$ cat src/rtl/led_pkg.sv
`default_nettype none
// +----------------------------------------------------------------------------+
// | Module      : led_pkg                                                      |
// | Description : Mode encodings and bounce/breathe direction constants.       |
// | Revision    : 1.0 - initial release                                        |
// +----------------------------------------------------------------------------+
package led_pkg;

   typedef enum logic [1:0] {
      MODE_BIN     = 2'd0,
      MODE_GRAY    = 2'd1,
      MODE_BOUNCE  = 2'd2,
      MODE_BREATHE = 2'd3
   } led_mode_t;

   localparam logic DIR_UP   = 1'b0;
   localparam logic DIR_DOWN = 1'b1;

endpackage
`default_nettype wire

$ cat src/rtl/led_pattern_gen_if.sv
`default_nettype none
// +----------------------------------------------------------------------------+
// | Module      : led_pattern_gen_if                                           |
// | Description : Control/status bundle of the LED pattern generator.          |
// |               LED_SPEED_SEL_EN adds the speed_i select.                    |
// | Revision    : 1.0 - initial release                                        |
// +----------------------------------------------------------------------------+
interface led_pattern_gen_if
   import led_pkg::*;
#(
   parameter int N_LEDS = 8
) ();

   led_mode_t         mode_i;
   logic              hold_i;
   logic              tick_o;
   logic [N_LEDS-1:0] leds_o;
`ifdef LED_SPEED_SEL_EN
   logic [1:0]        speed_i;

   modport master (output mode_i, hold_i, speed_i, input tick_o, leds_o);
   modport slave  (input mode_i, hold_i, speed_i, output tick_o, leds_o);
`else
   modport master (output mode_i, hold_i, input tick_o, leds_o);
   modport slave  (input mode_i, hold_i, output tick_o, leds_o);
`endif

endinterface
`default_nettype wire

$ cat src/rtl/led_prescaler.sv
`default_nettype none
// +----------------------------------------------------------------------------+
// | Module      : led_prescaler                                                |
// | Description : Free-running prescaler with registered one-cycle wrap tick.  |
// |               LED_SPEED_SEL_EN selects a narrower wrap width by i_speed.   |
// | Revision    : 1.0 - initial release                                        |
// +----------------------------------------------------------------------------+
module led_prescaler #(
   parameter int PRESCALE_BITS = 21
) (
   input  wire logic       clk,
   input  wire logic       resetn,
`ifdef LED_SPEED_SEL_EN
   input  wire logic [1:0] i_speed,
`endif
   output logic            o_tick
);

   localparam logic [PRESCALE_BITS-1:0] c_ONE = 1;

   logic [PRESCALE_BITS-1:0] r_cnt;
   logic                     w_wrap;

`ifdef LED_SPEED_SEL_EN
   logic [1:0]               r_speed;
   logic [PRESCALE_BITS-1:0] w_mask;

   function automatic logic [PRESCALE_BITS-1:0] sel_mask(input logic [1:0] s);
      int w;
      w = PRESCALE_BITS - 2 * int'(s);
      if (w < 1) w = 1;
      for (int i = 0; i < PRESCALE_BITS; i++) sel_mask[i] = (i < w);
   endfunction

   assign w_mask = sel_mask(r_speed);
   assign w_wrap = ((r_cnt & w_mask) == w_mask);

   // The active speed only changes on a wrap, so a narrower width cannot glitch.
   always_ff @(posedge clk or negedge resetn) begin
      if (!resetn) r_speed <= 2'd0;
      else if (w_wrap) r_speed <= i_speed;
   end
`else
   assign w_wrap = &r_cnt;
`endif

   always_ff @(posedge clk or negedge resetn) begin
      if (!resetn) begin
         r_cnt  <= '0;
         o_tick <= 1'b0;
      end else begin
         r_cnt  <= r_cnt + c_ONE;
         o_tick <= w_wrap;
      end
   end

endmodule
`default_nettype wire

$ cat src/rtl/led_pattern_gen.sv
`default_nettype none
// +----------------------------------------------------------------------------+
// | Module      : led_pattern_gen                                              |
// | Description : Prescaled multi-mode LED pattern engine (BIN/GRAY/BOUNCE/    |
// |               BREATHE). Optional speed select via LED_SPEED_SEL_EN.        |
// | Revision    : 1.0 - initial release                                        |
// +----------------------------------------------------------------------------+
module led_pattern_gen
   import led_pkg::*;
#(
   parameter int N_LEDS        = 8,
   parameter int PRESCALE_BITS = 21,
   parameter int PWM_BITS      = 6,
   parameter int ACTIVE_LOW    = 1
) (
   input  wire logic clk,
   input  wire logic resetn,
   led_pattern_gen_if.slave bus
);

   localparam logic [N_LEDS-1:0]   c_ONE      = 1;
   localparam logic [N_LEDS-1:0]   c_POL      = (ACTIVE_LOW != 0) ? '1 : '0;
   localparam logic [PWM_BITS-1:0] c_PWM_ONE  = 1;
   localparam logic [PWM_BITS-1:0] c_DUTY_MAX = '1;

   logic [N_LEDS-1:0]   r_count;
   logic [N_LEDS-1:0]   r_pos;
   logic                r_dir;
   logic [PWM_BITS-1:0] r_duty;
   logic [PWM_BITS-1:0] r_pwm_cnt;
   led_mode_t           r_mode_q;
   logic [N_LEDS-1:0]   r_leds;

   logic                w_tick;
   logic                w_mode_chg;
   logic                w_adv;
   logic [N_LEDS-1:0]   w_pattern;

   led_prescaler #(
      .PRESCALE_BITS (PRESCALE_BITS)
   ) u_prescaler (
      .clk     (clk),
      .resetn  (resetn),
`ifdef LED_SPEED_SEL_EN
      .i_speed (bus.speed_i),
`endif
      .o_tick  (w_tick)
   );

   assign w_mode_chg = (bus.mode_i != r_mode_q);
   assign w_adv      = w_tick & ~bus.hold_i & ~w_mode_chg;

   always_comb begin
      w_pattern = '0;
      case (r_mode_q)
         MODE_BIN:    w_pattern = r_count;
         MODE_GRAY:   w_pattern = r_count ^ (r_count >> 1);
         MODE_BOUNCE: w_pattern = r_pos;
         default:     w_pattern = (r_pwm_cnt < r_duty) ? '1 : '0;
      endcase
   end

   always_ff @(posedge clk or negedge resetn) begin
      if (!resetn) begin
         r_count   <= '0;
         r_pos     <= c_ONE;
         r_dir     <= DIR_UP;
         r_duty    <= '0;
         r_pwm_cnt <= '0;
         r_mode_q  <= MODE_BIN;
         r_leds    <= c_POL;
      end else begin
         r_mode_q  <= bus.mode_i;
         r_pwm_cnt <= r_pwm_cnt + c_PWM_ONE;
         r_leds    <= w_pattern ^ c_POL;
         if (w_mode_chg) begin
            r_count <= '0;
            r_pos   <= c_ONE;
            r_dir   <= DIR_UP;
            r_duty  <= '0;
         end else if (w_adv) begin
            case (r_mode_q)
               MODE_BIN, MODE_GRAY: r_count <= r_count + c_ONE;
               MODE_BOUNCE: begin
                  // Direction flips on the same advance that leaves an end,
                  // so each end position is shown for a single tick.
                  if (N_LEDS > 1) begin
                     if (r_dir == DIR_UP) begin
                        if (r_pos[N_LEDS-1]) begin
                           r_dir <= DIR_DOWN;
                           r_pos <= r_pos >> 1;
                        end else begin
                           r_pos <= r_pos << 1;
                        end
                     end else begin
                        if (r_pos[0]) begin
                           r_dir <= DIR_UP;
                           r_pos <= r_pos << 1;
                        end else begin
                           r_pos <= r_pos >> 1;
                        end
                     end
                  end
               end
               default: begin
                  if (r_dir == DIR_UP) begin
                     if (r_duty == c_DUTY_MAX) begin
                        r_dir  <= DIR_DOWN;
                        r_duty <= r_duty - c_PWM_ONE;
                     end else begin
                        r_duty <= r_duty + c_PWM_ONE;
                     end
                  end else begin
                     if (r_duty == '0) begin
                        r_dir  <= DIR_UP;
                        r_duty <= r_duty + c_PWM_ONE;
                     end else begin
                        r_duty <= r_duty - c_PWM_ONE;
                     end
                  end
               end
            endcase
         end
      end
   end

   assign bus.tick_o = w_tick;
   assign bus.leds_o = r_leds;

endmodule
`default_nettype wire

$ cat src/flat_wrapper.sv
// flat-port wrapper written by rule: the top's interface ports become plain ports
module led_pattern_gen_flat import led_pkg::*;
#(
   parameter int N_LEDS        = 8,
   parameter int PRESCALE_BITS = 21,
   parameter int PWM_BITS      = 6,
   parameter int ACTIVE_LOW    = 1
)
  (clk, resetn, bus_mode_i, bus_hold_i, bus_tick_o, bus_leds_o);
  led_pattern_gen_if #(.N_LEDS(N_LEDS)) bus_i ();
  input  wire logic clk;
  input  wire logic resetn;
  input wire logic [$bits(bus_i.mode_i)-1:0] bus_mode_i;
  input wire logic [$bits(bus_i.hold_i)-1:0] bus_hold_i;
  output wire logic [$bits(bus_i.tick_o)-1:0] bus_tick_o;
  output wire logic [$bits(bus_i.leds_o)-1:0] bus_leds_o;
  assign bus_i.mode_i = bus_mode_i;
  assign bus_i.hold_i = bus_hold_i;
  assign bus_tick_o = bus_i.tick_o;
  assign bus_leds_o = bus_i.leds_o;
  led_pattern_gen #(.N_LEDS(N_LEDS), .PRESCALE_BITS(PRESCALE_BITS), .PWM_BITS(PWM_BITS), .ACTIVE_LOW(ACTIVE_LOW)) u_core (.clk(clk), .resetn(resetn), .bus(bus_i));
endmodule
$ cat config.mk
export PLATFORM = sky130hd
export DESIGN_NAME = led_pattern_gen_flat
export DESIGN_NICKNAME = d
export VERILOG_FILES = /design/src/rtl/led_pkg.sv /design/src/rtl/led_pattern_gen_if.sv /design/src/rtl/led_prescaler.sv /design/src/rtl/led_pattern_gen.sv /design/src/flat_wrapper.sv
export SDC_FILE = /design/constraint.sdc
export NUM_CORES = 1
export LEC_CHECK = 0
export BUFFER_PORTS_ARGS = -buffer_cell sky130_fd_sc_hd__buf_2
export CORE_ASPECT_RATIO = 0.5
export CORE_MARGIN = 4
export CORE_UTILIZATION = 45
export DETAILED_ROUTE_END_ITERATION = 10
export PLACE_DENSITY = 0.72
export SKIP_CTS_REPAIR_TIMING = 1
export SLEW_MARGIN = 20
export SYNTH_ARGS = -nofsm -noshare
export SYNTH_HDL_FRONTEND = slang
export SYNTH_HIERARCHICAL = 1
export SYNTH_SLANG_ARGS = --single-unit
$ cat constraint.sdc
create_clock -name clk -period 3.6 [get_ports clk]
set_input_delay 0.54 -clock clk [delete_from_list [all_inputs] [get_ports clk]]
set_output_delay 0.54 -clock clk [all_outputs]
set_load 0.02 [all_outputs]
# After elaboration in Yosys (flattened, before gate mapping)
# Cells that the tools add are included.
# classes
muxes,26
shift,0
addsub,5
reduce_logical,12
bitwise,6
n_div,0
n_lt_le_gt_ge,1
multipliers,0
n_eq_ne,6
# op_table
cell,n
2-to-1 mux 8 bit,10
2-to-1 mux 6 bit,6
case mux 8 bit (3 select lines),1
adder 21 x 1 -> 21 bit (second input constant),1
AND reduction 21 bit,1
adder 6 x 1 -> 6 bit (second input constant),2
adder 8 x 1 -> 8 bit (second input constant),1
2-to-1 mux 1 bit,8
NOT 8 bit,1
AND reduction 2 bit,4
XOR 8 x 7 -> 8 bit,1
equality test 6 bit (second input constant),1
zero test 6 bit,1
< comparator 6 bit,1
nonzero test 2 bit,3
subtractor 6 x 1 -> 6 bit (second input constant),1
inequality test 2 x 1 -> 1 bit (second input constant),2
OR reduction 3 bit,1
bitwise AND 1 bit,2
equality test 2 x 1 -> 1 bit (second input constant),1
equality test 2 bit (second input constant),1
zero test 2 bit,1
inequality test 2 bit,1
NOT 1 bit,2
2 further kinds,2
# totals
mem_bits_rw,0
mem_bits_ro,0
latch_bits,0
mem_count,0
wordCells,65
regBits,61

# Longest topological paths before layout
# Gate-level depths: netlist (run 1).
# logic_depth
depth_word,6
mapped_depth,7
depth_no_buf,7

# Modules after synthesis
# The synthesis (run 1) kept the hierarchy.
# by_module_without_submodules
mod,cells_per_inst,area_per_inst_um2,n_inst
led_pattern_gen,238,2352.3,1
led_prescaler,83,983.4,1

# Least setup slack after synthesis (run 1)
# No wires, ideal clock.
# synth_path
path_type,register -> register
start,register u_core.r_duty[0]
end,register u_core.r_duty[3]
synth_period_minus_slack_ns,1.787
stages_incl_launch_ff,7
t_arrival_ns,1.668
path_slack_ns,1.813
n_path_buf,0
required_ns,3.481
cell_sequence,dfrtp_1 > ha_1 > and3_1 > a31oi_1 > nor3_1 > o21a_1 > o21ba_2
# synth_between
elab_chain_cells,6
# synth_lines
element,line_no,source
from (decl),led_pattern_gen.sv:29,logic [PWM_BITS-1:0] r_duty;
from (signal assigned),led_pattern_gen.sv:109,r_duty <= r_duty - c_PWM_ONE;
from (signal assigned),led_pattern_gen.sv:111,r_duty <= r_duty + c_PWM_ONE;
from (signal assigned),led_pattern_gen.sv:116,r_duty <= r_duty + c_PWM_ONE;
"adder 6 x 1 -> 6 bit, or another cell as far along","led_pattern_gen.sv:111, led_pattern_gen.sv:116",
2-to-1 mux 6 bit (on tied branches),"led_pattern_gen.sv:107, led_pattern_gen.sv:114",
2-to-1 mux 6 bit *,led_pattern_gen.sv:106,if (r_dir == DIR_UP) begin
2-to-1 mux 6 bit *,led_pattern_gen.sv:82,case (r_mode_q)
2-to-1 mux 6 bit *,led_pattern_gen.sv:81,end else if (w_adv) begin
2-to-1 mux 6 bit *,led_pattern_gen.sv:76,if (w_mode_chg) begin
# Mark *: on every way between the ends. The rest lies on a longest branch, timed or not. The select of a mux whose other input is x is not followed.
# A chain may end at the register's enable or synchronous reset.

# Final worst setup path (run 1)
# layout_path
start,register u_core.r_duty[0]
end,register u_core.r_duty[1]
# The elaborated chain is that of the path after synthesis.

==> results.ini, run 1 <==
[timing]
finalClockSkew_ps=8.247
tightest_slew_ps=792.5
slew_headroom=0.4681
setup-tns-final_ps=0
rsz0062_at_grt=no
slew_viol_final=0
finalCriticalPeriod_ps=2091
finalCritPeriodShare=0.5809
max_freq_mhz=478.2
hold_viol=0
setup_viol=0

[worst_setup_path]
crit_end=u_core/r_duty[1]
crit_cells=6
cp_top_family=compound AO/OA/AOI/OAI gates
worstSetupPathType=reg -> reg
critical_path_buf_inv_count=0
arrival_ps=2320
critPathLaunchType=register
r2r_slack_ps=1510
rr_worst_depth=6
cp-end-kind=register
worstPathRequired_ps=3830
r2r_start=u_core/r_duty[0]
crit_slowest_cell=dfrtp_1
timing.rr.end=u_core/r_duty[1]
critPathMaxStageDelay_ps=460
crit_path_cell_trace=ha_1 > and3_1 > a31oi_1 > nor2_1 > xnor2_1 > a211oi_1
crit_path_start=u_core/r_duty[0]
cp_max_fo=7

[synth]
syn_nets=342
synth-async-reset-ratio=1.000
syn_area_per_cell_um2=10.39
synth_commonest_cells=dfrtp_1, nor2_1, nand2_1, xor2_1, ha_1
synth_edf_count=0
syn_area_mm2=0.003336
ys_seq_area_frac=0.4610
synth_most_common_cell=dfrtp_1
ys_seq_elements=61
yosys.area.top_type=dfrtp_1
ys.flop_type=dfrtp_1
ys_top_cells_by_area=dfrtp_1, dfstp_2, ha_1
yosys_warnings=6
synth_top_area_frac=0.3901
yosysUniqueCellTypes=57
synthCells=321

[job]
cap_violations=0

[pwr]
p_per_area_mw_per_mm2=412.6
p_leak_nw=1.715
peakVddDrop_uv=219.9

[drt]
wl_per_cell_um=15.57
routed_wl_um=6757
dr.pass1.iters=5
num_vias=2478
antenna_left=0
drcViolationCount=0
drt_iter0_drc=116
viasPerCell=5.710

[clocking]
cts_buffer_depth=2
clk_pin_slew_ps=50
htree_levels=3
cts_buffers=9
cts-root-buf=clkbuf_16
worstSkewPairLatency_ps=330
cts_tree=yes
cts_sinks=61

[place]
placed_area_mm2=0.003451
numPortBuffers=13
place.gp.congestion=0.8602
dpl.hpwl_um=4735

[grt]
grt_usage=0.1708
antenna_found_initial=0
grt_pass1_vias=2527
grt_pass1_wl_um=11650
grt_max_degree=53
grt_overflow=0

[layout]
diodes=0
design_area_mm2=0.003725
fin_nets=358
synthToLayoutAreaGrowth_pct=11.67
drive_gt1_frac=0.1491
fillers=620

[floorplanning]
start_util=0.4809
dieWidth_um=129.8
core_mm2=0.006937
die-area_mm2=0.008938
ios=14
rows=21
die_h_um=68.88

[min_path]
holdCritPathClass=in -> async

[outcome]
status=complete, no violations

[final cells by class]
class,count,area [um^2],share of cell area
Multi-Input combinational cell,238,1670,0.4484
Sequential cell,61,1538,0.4128
Clock buffer,14,264.0,0.07088
Tap cell,92,115.1,0.03090
Timing Repair Buffer,15,82.58,0.02217
Inverter,12,45.04,0.01209
Clock inverter,2,10.01,0.002687
[where the power goes]
group	internal, mW	switching [mW]	total (mW)
Sequential	0.692	0.00710	0.699
Combinational	0.0129	0.0370	0.0499
Clock	0.501	0.287	0.788
[per-layer routing]
layer | global-route usage | wire [um] | up-vias | share of wire
li1 | - | - | 1175 | -
met1 | 0.1882 | 2954 | 1229 | 0.44
met2 | 0.3071 | 3391 | 65 | 0.50
met3 | 0.06308 | 304 | 9 | 0.045
met4 | 0.06736 | 106 | 0 | 0.016
met5 | 0 | 0 | - | 0
[metrics by stage]
stage               total power [mW]  hold slack (ps)  setup WS, ps  cells    util
finish                         1.537            239.8          1509    434  0.5370
global route                   1.604            291.9          1332    434  0.5370
CTS                            1.560            261.2          1531    434  0.5370
detailed placement            0.7616            465.5          1560    418  0.4975
global placement              0.7589            459.0          1603    418  0.4971
floorplan                     0.7368            244.4          1813    321       -
[flip-flops by register name, summed over array words and instances, names as in the netlist]
register                   cells
u_core/r_pos                   8
u_core/r_pwm_cnt               6
u_core/r_mode_q                2
u_core/r_duty                  6
u_core/r_dir                   1
u_core/u_prescaler/r_cnt      21
u_core/r_count                 8
u_core/bus.leds_o              8
u_core/u_prescaler/o_tick      1
[cell families (layout without fill, tap and decap cells)]
family	Yosys count	after routing	share of synthesized area
compound gates	55	55	0.1182
xor+xnor	34	34	0.08927
fa+ha+maj	16	16	0.06001
buf+inv	22	43	0.03826
flops	61	61	0.4610
mux	8	8	0.02401
simple gates	125	125	0.2093
[cells in the final DEF, fill, tap and decap left out, types with 4 or more instances in the layout]
master / instances
a211oi_1: 5
nand3_1: 11
nand2_1: 25
a21oi_1: 13
and3_1: 4
nand4_1: 7
nor2b_1: 9
xor2_1: 21
xnor2_1: 13
ha_1: 16
nor2_1: 34
clkbuf_16: 9
dfstp_2: 9
inv_1: 12
dfrtp_1: 52
o221ai_1: 6
nor3_1: 8
buf_2: 12
mux2i_1: 8
o21ai_0: 6
[worst min path at each step]
| stage | endpoint | slack, ps |
|---|---|---|
| floorplan | u_core/r_count[0] | 240 |
| global placement | u_core/u_prescaler/r_cnt[0] | 460 |
| detailed placement | u_core/r_pwm_cnt[0] | 470 |
| CTS | u_core/u_prescaler/r_cnt[5] | 260 |
| global route | u_core/u_prescaler/r_cnt[5] | 290 |
| finish | u_core/u_prescaler/r_cnt[5] | 240 |
(Power assumes the default switching activity.)
==> inputs of run 2 (changes only) <==
Settings changed: PLACE_DENSITY 0.72 to 0.75.
Clock period 3.6 ns to 1.8 ns, I/O delays scaled along.
==> run 2 against run 1 <==
  * The flow now finishes with violations (negative setup slack)
  * Setup slack got worse by 1500 ps
  * Clock skew hardly changed
  * Sequential power up 99%
  * Die area is the same
  * Critical path depth rose by 2
  * Critical path type unchanged
  * Flip-flop and latch count did not move
  * Cell count rose by 3.0%
  * Power up 97%
  * Combinational power grew 150%
  * Routed wire length increased by 3.7%
  * Largest cell class unchanged
==> results.ini, run 2 (same netlist as run 1, synthesis figures left out) <==
[place]
numPortBuffers=13  ; unchanged
placed_area_mm2=0.003543  ; was 0.003451 mm^2
placement.setup.worst_slack_ps=-185.3  ; was 1560 ps
post-place-cells=429  ; was 418
dpl.hpwl_um=4871  ; was 4735 um
place.gp.congestion=0.8743  ; was 0.8602

[outcome]
violations=negative setup slack
status=finished with violations  ; was complete, no violations

[layout]
largest_reg_flops=21  ; unchanged
drive_gt1_frac=0.2085  ; was 0.1491
final_common_cell=dfrtp_1  ; unchanged
synthToLayoutAreaGrowth_pct=16.62  ; was 11.67%
largest_register=u_core/u_prescaler/r_cnt  ; unchanged
diodes=0  ; unchanged
utilization=0.5608  ; was 0.5370
design_area_mm2=0.003890  ; was 0.003725 mm^2
final_cell_mix=dfrtp_1, nor2_1, nand2_1  ; unchanged
fin_nets=372  ; was 358
layout.cells.non_filler=447  ; was 434

[timing]
slew_headroom=0.6985  ; was 0.4681
max_freq_mhz=545.7  ; was 478.2 MHz
finalCriticalPeriod_ps=1832  ; was 2091 ps
finalCritPeriodShare=1.018  ; was 0.5809
rsz0062_at_grt=yes  ; was no
finalClockSkew_ps=8.439  ; was 8.247 ps
setup-tns-final_ps=-32.37  ; was 0 ps
setup_viol=1  ; was 0
slew_viol_final=0  ; unchanged
tightest_slew_ps=452.2  ; was 792.5 ps
hold_viol=0  ; unchanged
setup_slack_ps=-32.37  ; was 1509 ps

[drt]
drcViolationCount=0  ; unchanged
viasPerCell=5.602  ; was 5.710
antenna_left=0  ; unchanged
dr.pass1.iters=5  ; unchanged
drt_iter0_drc=182  ; was 116
routed_wl_um=7006  ; was 6757 um
wl_per_cell_um=15.67  ; was 15.57 um
num_vias=2504  ; was 2478

[floorplanning]
core_mm2=0.006937  ; unchanged
rows=21  ; unchanged
start_util=0.4809  ; unchanged
die_h_um=68.88  ; unchanged
die-area_mm2=0.008938  ; unchanged
dieWidth_um=129.8  ; unchanged
ios=14  ; unchanged

[worst_setup_path]
worstSetupPathType=reg -> reg  ; unchanged
cp-end-kind=register  ; unchanged
arrival_ps=2080  ; was 2320 ps
worstPathRequired_ps=2050  ; was 3830 ps
critPathLaunchType=register  ; unchanged
cp_max_fo=4  ; was 7

[pwr]
p_leak_nw=1.781  ; was 1.715 nW
peakVddDrop_uv=402.4  ; was 219.9 uV
p_per_area_mw_per_mm2=777.6  ; was 412.6 mW/mm^2

[clocking]
clk_pin_slew_ps=50  ; about the same
worstSkewPairLatency_ps=330  ; about the same
cts_buffer_depth=2  ; unchanged
htree_levels=3  ; unchanged
cts-root-buf=clkbuf_16  ; unchanged
cts_sinks=61  ; unchanged
cts_tree=yes  ; unchanged
cts_buffers=9  ; unchanged

[grt]
grt_pass1_vias=2501  ; was 2527
grt_pass1_wl_um=11830  ; was 11650 um
grt_overflow=0  ; unchanged
grt_max_degree=62  ; was 53
grt_usage=0.1749  ; was 0.1708
antenna_found_initial=0  ; unchanged

[min_path]
holdCritPathClass=in -> reg  ; was in -> async

[job]
cap_violations=0  ; unchanged

==> run 2: cell type report <==
type / count / area, um^2
clock buffers: 13 / 250.2
clock inverters: 2 / 10.01
fillers: 588 / 3047
inverters: 12 / 45.04
multi-input cells: 238 / 1725
flip-flops and latches: 61 / 1540
well taps: 92 / 115.1
repair buffers: 29 / 203.9
==> run 2: final timing paths <==
path                                          start                          end  slack, ps  cells after the start
worst max-delay path               u_core/r_duty[1]             u_core/r_duty[2]        -30                      8
worst min register to register  u_core/r_pwm_cnt[0]          u_core/r_pwm_cnt[0]        460                      1
min in group asynchronous                    resetn  u_core/u_prescaler/r_cnt[0]        480                      3
worst max register to register     u_core/r_duty[1]             u_core/r_duty[2]        -30                      8
worst min-delay path                  bus_mode_i[1]           u_core/r_mode_q[1]         80                      1
max in group asynchronous                    resetn         u_core/bus.leds_o[6]        990                      3
==> run 2: metrics by stage <==
step	hold slack, ps	total power [mW]
after floorplan	-25.59	1.474
after global placement	295.8	1.530
after detailed placement	301.8	1.534
after CTS	-55.42	3.076
after global routing	65.85	3.163
final	84.94	3.025
==> run 2: per-layer routing <==
layer  routed length (um)  up-vias  global-route usage  part of all wire
met5                    0        -                   0                 0
met4                   99        0             0.07383             0.014
met3                  293       10             0.06923             0.042
met2                 3576       56              0.3006              0.51
met1                 3038     1234              0.1986              0.43
li1                     -     1204                   -                 -
==> run 2: report_power, final <==
group / internal (mW) / leakage, nW / switching [mW]
logic: 0.0379 / 0.867 / 0.0856
registers: 1.39 / 0.785 / 0.00581
clock network: 0.954 / 0.129 / 0.556
total: 2.38 / 1.78 / 0.648
==> run 2: critical path, cell delays in order, from the launching register on <==
cell,delay (ps)
dfrtp_1,390
inv_2,60
buf_4,140
ha_1,190
nand3b_1,140
nor2_2,80
o211a_1,230
or3_4,370
a21oi_2,150
==> inputs of run 3 (changes only) <==
==> constraint.sdc (replaced) <==
create_clock -name clk -period 1.8 [get_ports clk]
set_input_delay 0.09 -clock clk [delete_from_list [all_inputs] [get_ports clk]]
set_output_delay 0.09 -clock clk [all_outputs]
set_load 0.02 [all_outputs]
==> run 3 against run 2 <==
  * Non-clock buffer count increased by 4
  * The run now ends clean
  * Via count increased by 0.32%
  * Highest routed layer unchanged
  * Critical endpoint unchanged
  * Fmax increased by 1.9%
  * Critical path depth decreased by 2
  * Combinational power about the same
==> results.ini, run 3 (same netlist as run 1, synthesis figures left out) <==
[timing]
finalClockSkew_ps=4.627  ; was 8.439 ps
slew_headroom=0.5264  ; was 0.6985
setup-tns-final_ps=0  ; was -32.37 ps
rsz0062_at_grt=yes  ; unchanged
finalCriticalPeriod_ps=1798  ; was 1832 ps
hold_viol=0  ; unchanged
max_freq_mhz=556.2  ; was 545.7 MHz
setup_slack_ps=2.171  ; was -32.37 ps
setup_viol=0  ; was 1
slew_viol_final=0  ; unchanged
holdWs_ps=254.0  ; was 84.94 ps
finalCritPeriodShare=0.9988  ; was 1.018
tightest_slew_ps=705.6  ; was 452.2 ps

[outcome]
status=complete, no violations  ; was finished with violations

[job]
cap_violations=0  ; unchanged

[floorplanning]
ios=14  ; unchanged
die-area_mm2=0.008938  ; unchanged
core_mm2=0.006937  ; unchanged
dieWidth_um=129.8  ; unchanged
rows=21  ; unchanged
die_h_um=68.88  ; unchanged
start_util=0.4809  ; unchanged

[place]
placed_area_mm2=0.003551  ; was 0.003543 mm^2
place.gp.congestion=0.8703  ; was 0.8743
placement.setup.worst_slack_ps=-133.1  ; was -185.3 ps
numPortBuffers=13  ; unchanged
dpl.hpwl_um=4940  ; was 4871 um
post-place-cells=430  ; was 429

[worst_setup_path]
worstPathRequired_ps=2060  ; was 2050 ps
arrival_ps=2050  ; was 2080 ps
critPathLaunchType=register  ; unchanged
critPathMaxStageDelay_ps=400  ; was 390 ps
crit_slowest_cell=dfrtp_1  ; unchanged
r2r_slack_ps=2  ; was -30 ps
crit_path_cell_trace=ha_1 > and3_4 > a31oi_4 > o211a_1 > or3_1 > a21oi_1  ; was inv_2 > buf_4 > ha_1 > nand3b_1 > nor2_2 > o211a_1 > or3_4 > a21oi_2
cp_top_family=simple AND/OR/NAND/NOR gates  ; unchanged
worstSetupPathType=reg -> reg  ; unchanged
critical_path_buf_inv_count=0  ; was 2
cp-end-kind=register  ; unchanged
cp_max_fo=7  ; was 4

[layout]
utilization=0.5666  ; was 0.5608
design_area_mm2=0.003930  ; was 0.003890 mm^2
largest_reg_flops=21  ; unchanged
synthToLayoutAreaGrowth_pct=17.82  ; was 16.62%
final_cell_mix=dfrtp_1, nor2_1, nand2_1  ; unchanged
largest_register=u_core/u_prescaler/r_cnt  ; unchanged
fin_nets=376  ; was 372
diodes=0  ; unchanged
fillers=579  ; was 588
layout.cells.non_filler=450  ; was 447
drive_gt1_frac=0.2151  ; was 0.2085
final_common_cell=dfrtp_1  ; unchanged

[clocking]
worstSkewPairLatency_ps=330  ; about the same
cts-root-buf=clkbuf_16  ; unchanged
cts_buffers=9  ; unchanged
clk_pin_slew_ps=50  ; about the same
htree_levels=3  ; unchanged
cts_sinks=61  ; unchanged
cts_buffer_depth=2  ; unchanged
cts_tree=yes  ; unchanged

[grt]
grt_pass1_vias=2434  ; was 2501
grt_pass1_wl_um=11620  ; was 11830 um
grt_overflow=0  ; unchanged
grt_max_degree=38  ; was 62
antenna_found_initial=0  ; unchanged
grt_usage=0.1729  ; was 0.1749

[drt]
dr.pass1.iters=4  ; was 5
drcViolationCount=0  ; unchanged
wl_per_cell_um=15.40  ; was 15.67 um
antenna_left=0  ; unchanged
drt_iter0_drc=102  ; was 182
viasPerCell=5.582  ; was 5.602
num_vias=2512  ; was 2504
routed_wl_um=6930  ; was 7006 um

[min_path]
holdCritPathClass=in -> reg  ; unchanged

[pwr]
total_power_mw=3.048  ; was 3.025 mW
p_per_area_mw_per_mm2=775.5  ; was 777.6 mW/mm^2
peakVddDrop_uv=408.6  ; was 402.4 uV
p_leak_nw=1.810  ; was 1.781 nW

## run 3: changes by cell type in the layout (fill, tap and decap cells not counted), sizes merged
cell / previous run / this run
dlygate4sd3: 1 / 3
clkbuf: 13 / 12
buf: 28 / 30
## run 3: power by group
part | switching (mW) | internal, mW | total (mW)
combinational | 0.0842 | 0.0401 | 0.124
clock | 0.550 | 0.982 | 1.53
sequential | 0.00591 | 1.39 | 1.39
## run 3: per-layer routing
layer | up-vias | GRT usage | routed length, um
met5 | - | 0 | 0
met4 | 0 | 0.08290 | 164
met3 | 16 | 0.05462 | 297
met2 | 43 | 0.3019 | 3473
met1 | 1239 | 0.1976 | 2994
li1 | 1214 | - | -
## run 3: worst min-delay path: cells and delay by family
family	cells	cell delay, ps
AOI/OAI and AO/OA	2	220
and+or+nand+nor	1	130
buffers and inverters	1	100
## run 3: path summary, 6_finish.rpt
kind / start / end / cells past startpoint
worst max-delay path: u_core/r_duty[1] / u_core/r_duty[2] / 6
worst min-delay path: bus_hold_i / u_core/r_duty[5] / 4
worst max register to register: u_core/r_duty[1] / u_core/r_duty[2] / 6
worst min register to register: u_core/u_prescaler/r_cnt[19] / u_core/u_prescaler/r_cnt[19] / 1
max in group asynchronous: resetn / u_core/r_pos[0] / 3
min in group asynchronous: resetn / u_core/u_prescaler/r_cnt[7] / 2
## run 3: layout make-up
type                            count  area [um^2]  area share
Inverter                           12        45.04     0.01146
Clock inverter                      2        10.01    0.002547
Multi-Input combinational cell    238         1728      0.4397
Clock buffer                       12        256.5     0.06527
Sequential cell                    61         1540      0.3919
Tap cell                           92        115.1     0.02929
Timing Repair Buffer               33        235.2     0.05985
